File: config.mk
export PLATFORM = sky130hd
export DESIGN_NAME = regfile_param
export DESIGN_NICKNAME = d
export VERILOG_FILES = /design/src/rtl/regfile_param.sv
export SDC_FILE = /design/constraint.sdc
export NUM_CORES = 2
export LEC_CHECK = 0
export CAP_MARGIN = 10
export CELL_PAD_IN_SITES_DETAIL_PLACEMENT = 0
export CELL_PAD_IN_SITES_GLOBAL_PLACEMENT = 2
export CORE_MARGIN = 1.5
export CORE_UTILIZATION = 42
export DETAILED_ROUTE_END_ITERATION = 6
export PLACE_DENSITY = 0.77
export SLEW_MARGIN = 20
export SYNTH_ARGS = -nofsm -noshare
export SYNTH_HDL_FRONTEND = slang
export SYNTH_SLANG_ARGS = --single-unit
File: constraint.sdc
create_clock -name Clk -period 3.9 [get_ports Clk]
set_clock_uncertainty 0.2 [all_clocks]
set_input_delay 0.585 -clock Clk [delete_from_list [all_inputs] [get_ports Clk]]
set_output_delay 0.585 -clock Clk [all_outputs]
set_load 0.05 [all_outputs]
File: src/rtl/regfile_param.sv
// Parametrised register file: two prioritised write ports, NREAD combinational read ports,
// optional write-to-read bypass, optional hard-wired zero register and a per-register busy scoreboard.
module regfile_param #(
    parameter int WIDTH    = 32,
    parameter int DEPTH    = 32,
    parameter int NREAD    = 2,
    parameter int ZERO_REG = 1,
    parameter int BYPASS   = 1,
    localparam int AW      = $clog2(DEPTH)
) (
    input  logic                   Clk,
    input  logic                   Reset_n,
    input  logic [NREAD*AW-1:0]    ReadRegister,
    output logic [NREAD*WIDTH-1:0] ReadData,
    output logic [NREAD-1:0]       ReadBusy,
    input  logic                   RegWrite0,
    input  logic [AW-1:0]          WriteRegister0,
    input  logic [WIDTH-1:0]       WriteData0,
    input  logic                   RegWrite1,
    input  logic [AW-1:0]          WriteRegister1,
    input  logic [WIDTH-1:0]       WriteData1,
    input  logic                   Reserve,
    input  logic [AW-1:0]          ReserveRegister
);

    logic [WIDTH-1:0] regs_q [DEPTH];
    logic [WIDTH-1:0] regs_d [DEPTH];
    logic [DEPTH-1:0] busy_q;
    logic [DEPTH-1:0] busy_d;

    logic wrEn0;
    logic wrEn1;
    logic resEn;

    // Enables are masked by reset so that bypassed data never leaks out while in reset.
    always_comb begin
        wrEn0 = RegWrite0 & Reset_n;
        wrEn1 = RegWrite1 & Reset_n;
        resEn = Reserve   & Reset_n;
        if (ZERO_REG != 0) begin
            if (WriteRegister0 == '0)  wrEn0 = 1'b0;
            if (WriteRegister1 == '0)  wrEn1 = 1'b0;
            if (ReserveRegister == '0) resEn = 1'b0;
        end
    end

    // Port 1 is applied after port 0 so it wins a collision; reserve last so a new producer stays busy.
    always_comb begin
        regs_d = regs_q;
        busy_d = busy_q;
        if (wrEn0) begin
            regs_d[WriteRegister0] = WriteData0;
            busy_d[WriteRegister0] = 1'b0;
        end
        if (wrEn1) begin
            regs_d[WriteRegister1] = WriteData1;
            busy_d[WriteRegister1] = 1'b0;
        end
        if (resEn) begin
            busy_d[ReserveRegister] = 1'b1;
        end
    end

    always_ff @(posedge Clk or negedge Reset_n) begin
        if (!Reset_n) begin
            for (int i = 0; i < DEPTH; i++) begin
                regs_q[i] <= '0;
            end
            busy_q <= '0;
        end else begin
            regs_q <= regs_d;
            busy_q <= busy_d;
        end
    end

    logic [WIDTH-1:0] rdData [NREAD];
    logic             rdBusy [NREAD];

    for (genvar k = 0; k < NREAD; k++) begin : g_read
        logic [AW-1:0] rdAddr;
        logic          hit0;
        logic          hit1;
        logic          resHit;

        assign rdAddr = ReadRegister[k*AW +: AW];
        assign hit0   = (BYPASS != 0) && wrEn0 && (WriteRegister0 == rdAddr);
        assign hit1   = (BYPASS != 0) && wrEn1 && (WriteRegister1 == rdAddr);
        assign resHit = resEn && (ReserveRegister == rdAddr);

        // A bypassed register is only busy if it is being re-reserved in the same cycle.
        always_comb begin
            rdData[k] = regs_q[rdAddr];
            rdBusy[k] = busy_q[rdAddr];
            if (hit1) begin
                rdData[k] = WriteData1;
                rdBusy[k] = resHit;
            end else if (hit0) begin
                rdData[k] = WriteData0;
                rdBusy[k] = resHit;
            end
            if ((ZERO_REG != 0) && (rdAddr == '0)) begin
                rdData[k] = '0;
                rdBusy[k] = 1'b0;
            end
        end

        assign ReadData[k*WIDTH +: WIDTH] = rdData[k];
        assign ReadBusy[k]                = rdBusy[k];
    end

endmodule

==> results.yml <==
global_routing:
  grtUsageTotal_pct: 36.6
  grt_pass1_vias: 53200
  grt_pass1_wl_um: 422000
  overflow: 0
  antenna_found_initial: 16
  grt_max_degree: 173
timing:
  fmax_mhz: 257
  tns_ns: 0
  finalSetupViolations: 0
  relSlewSlack_pct: 28.9
  period_needed_ns: 3.89
  period_share_pct: 99.7
  rsz0062_at_grt: "no"
  slew_viol_final: 0
  tightest_slew_ns: 1.07
  hold_viol: 0
min_path:
  hold_class: "register to register"
  hold_end: "regs_q[1004]"
  hold_depth: 0
  hold_start: "regs_q[1004]"
yosys:
  ys_ff_latch: 1056
  yosys.cell_count.top_type: "mux2i_1"
  yosysWarnings: 0
  netlist_area_um2: 66800
  synth.net_count: 6477
  ys.flop_type: "dfrtp_1"
  async_flop_share_pct: 100
  yosysTopAreaCell: "dfrtp_1"
  synthTopCellsByArea: "dfrtp_1, mux2i_1, mux4_2"
  syn_inst: 6383
  syn_area_per_cell_um2: 10.5
  synth_common_cells: "mux2i_1, dfrtp_1, o21ai_0"
  synth-edff-count: 0
  netlist.area_leader.share_pct: 39.6
  synth.distinct_cells: 57
  synth-seq-area-share_pct: 39.6
power_and_ir_drop:
  p_int_mw: 25.5
  leakage_nw: 33.3
  swShare_pct: 32.1
  powerDensity_nw_per_um2: 479
  p_comb_share_pct: 26.7
  irDropWorstVdd_mv: 0.384
  p_seq_share_pct: 41.1
  p_clk_share_pct: 32.2
  p_sw_mw: 12.1
route:
  dr.pass1.iters: 6
  wl_per_cell_um: 35.3
  drcViolationCount: 0
  detail-route-antenna-nets: 0
  first_iter_violations: 7452
  dr_total_vias: 55200
  wl_um: 301000
  viasPerCell: 6.48
run_status:
  status: "completed"
placement:
  io_buffer_count: 159
  hpwl_um: 189000
  place_area_um2: 73900
  gp_congestion: 0.917
  dp_cells: 8274
setup_path:
  arrival_ns: 3.10
  required_ns: 3.12
  endpoint_kind: "output port"
  path_max_fanout: 6
  critical_path_class: "input port to output port"
  start_kind: "input port"
  regToRegStartpoint: "regs_q[378]"
  r2r-end: "regs_q[378]"
  r2r_slack_ns: 2.86
  reg2reg_depth: 2
floorplanning:
  die_h_um: 402
  num_io_pins: 160
  die-area_um2: 161000
  rows: 146
  start_util_pct: 42.2
  fp.dieW_um: 402
  coreArea_um2: 158000
cells_and_area:
  fin_cells: 8515
  fin_util_pct: 49.5
  syn_to_final_growth_pct: 17.3
  fin_nets: 6426
  finalInstanceArea_um2: 78400
  drive_gt1_share_pct: 22.3
clocking:
  ctsHtreeMaxLevel: 3
  clock_latency_ns: 0.74
  clock_path_buffers: 3
  cts_root_buf: "clkbuf_16"
  clk_pin_slew_worst_paths_ns: 0.06
  cts_tree: "yes"
  numCtsBuffers: 121
  clkSinkCount: 1056
job:
  maxCapViolations: 0
==> state kept, by name, summed over array words and instances, names as in the netlist <==
register  count
regs_q     1024
busy_q       32
==> worst max-delay path: stages <==
cell and delay [ns]:
clkdlybuf4s50_1 0.47, buf_4 0.19, xor2_1 0.22, nor3_1 0.09, and4b_4 0.29, buf_4 0.17, or4_1 0.56, a21oi_1 0.17
buf_4 0.19, buf_12 0.14
==> worst max path at each step <==
stage | endpoint | slack, ns | cells past startpoint | start
final | ReadData[63] | 0.01 | 10 | WriteRegister0[4]
after global routing | ReadData[47] | 0.008 | 8 | regs_q[655]
after CTS | ReadData[31] | 0.006 | 10 | regs_q[447]
after detailed placement | ReadData[60] | -0.27 | 8 | ReadRegister[5]
after global placement | ReadData[60] | -0.35 | 9 | ReadRegister[5]
after floorplan | ReadData[33] | 0.07 | 10 | ReadRegister[5]
==> metrics by stage <==
stage / hold slack, ns / worst slack, ns / total power [mW]
CTS: 0.197 / 0.00575 / 37.4
global placement: 0.177 / -0.347 / 25.0
global route: 0.201 / 0.00756 / 39.0
detailed placement: 0.183 / -0.270 / 25.3
finish: 0.193 / 0.0102 / 37.5
floorplan: 0.0894 / 0.0691 / 21.4
==> power groups by stage <==
stage	combinational, mW	sequential, mW	clock [mW]
floorplan	6.64	14.8	0
global placement	9.65	15.4	0
detailed placement	9.82	15.5	0
CTS	9.85	15.3	12.2
global route	10.7	15.7	12.6
finish	10.0	15.4	12.1
==> cell families after synthesis <==
family	Yosys count	synth area share (%)
AO/OA/AOI/OAI	1438	11.8
flip-flops	1056	39.6
AND/OR/NAND/NOR	1297	7.85
buffers and inverters	855	5.39
XOR/XNOR	30	0.393
multiplexers	1707	35.0
==> layout by cell type, fill, tap and decap left out, types with 25 or more instances in the layout <==
cell type        Yosys  final
a21oi_1            479    472
a22oi_1             66     66
buf_12               0    185
buf_4               31    397
clkbuf_1           558     29
clkbuf_16            0    123
clkbuf_8             0     33
clkdlybuf4s50_1      0     82
clkinv_2             0     25
dfrtp_1           1056   1056
mux2_2              36     36
mux2i_1           1171   1170
mux4_2             500    500
nand2_1            686    673
nor2_1             476    442
nor2_4               0     34
o21ai_0            710    707
o221ai_1            26     26
o22ai_1             58     56
==> repair_timing <==
item | CTS | global route
hold endpoints to repair | 118 | 0
pin swaps | 2 | 6
setup buffers | 3 | 2
hold buffers | 2 | 0
setup endpoints to repair | 21 | 46
gates resized for setup | 20 | 36
==> final cells by class <==
| cell class | count | area, um^2 |
|---|---|---|
| diodes | 7 | 17.5 |
| clock buffers | 185 | 3640 |
| clock inverters | 42 | 490 |
| fillers | 14100 | 79800 |
| inverters | 3 | 11.3 |
| multi-input cells | 4472 | 37500 |
| flip-flops and latches | 1056 | 26400 |
| well taps | 2072 | 2590 |
| repair buffers | 678 | 7710 |
==> per-layer routing <==
metal | vias up | GRT usage, % | share of wire (%)
met5 | - | 0 | 0.012
met4 | 6 | 17.8 | 5.4
met3 | 719 | 9.04 | 10
met2 | 3459 | 54.0 | 44
met1 | 27900 | 50.4 | 41
li1 | 23100 | - | -
(Power assumes the default switching activity.)
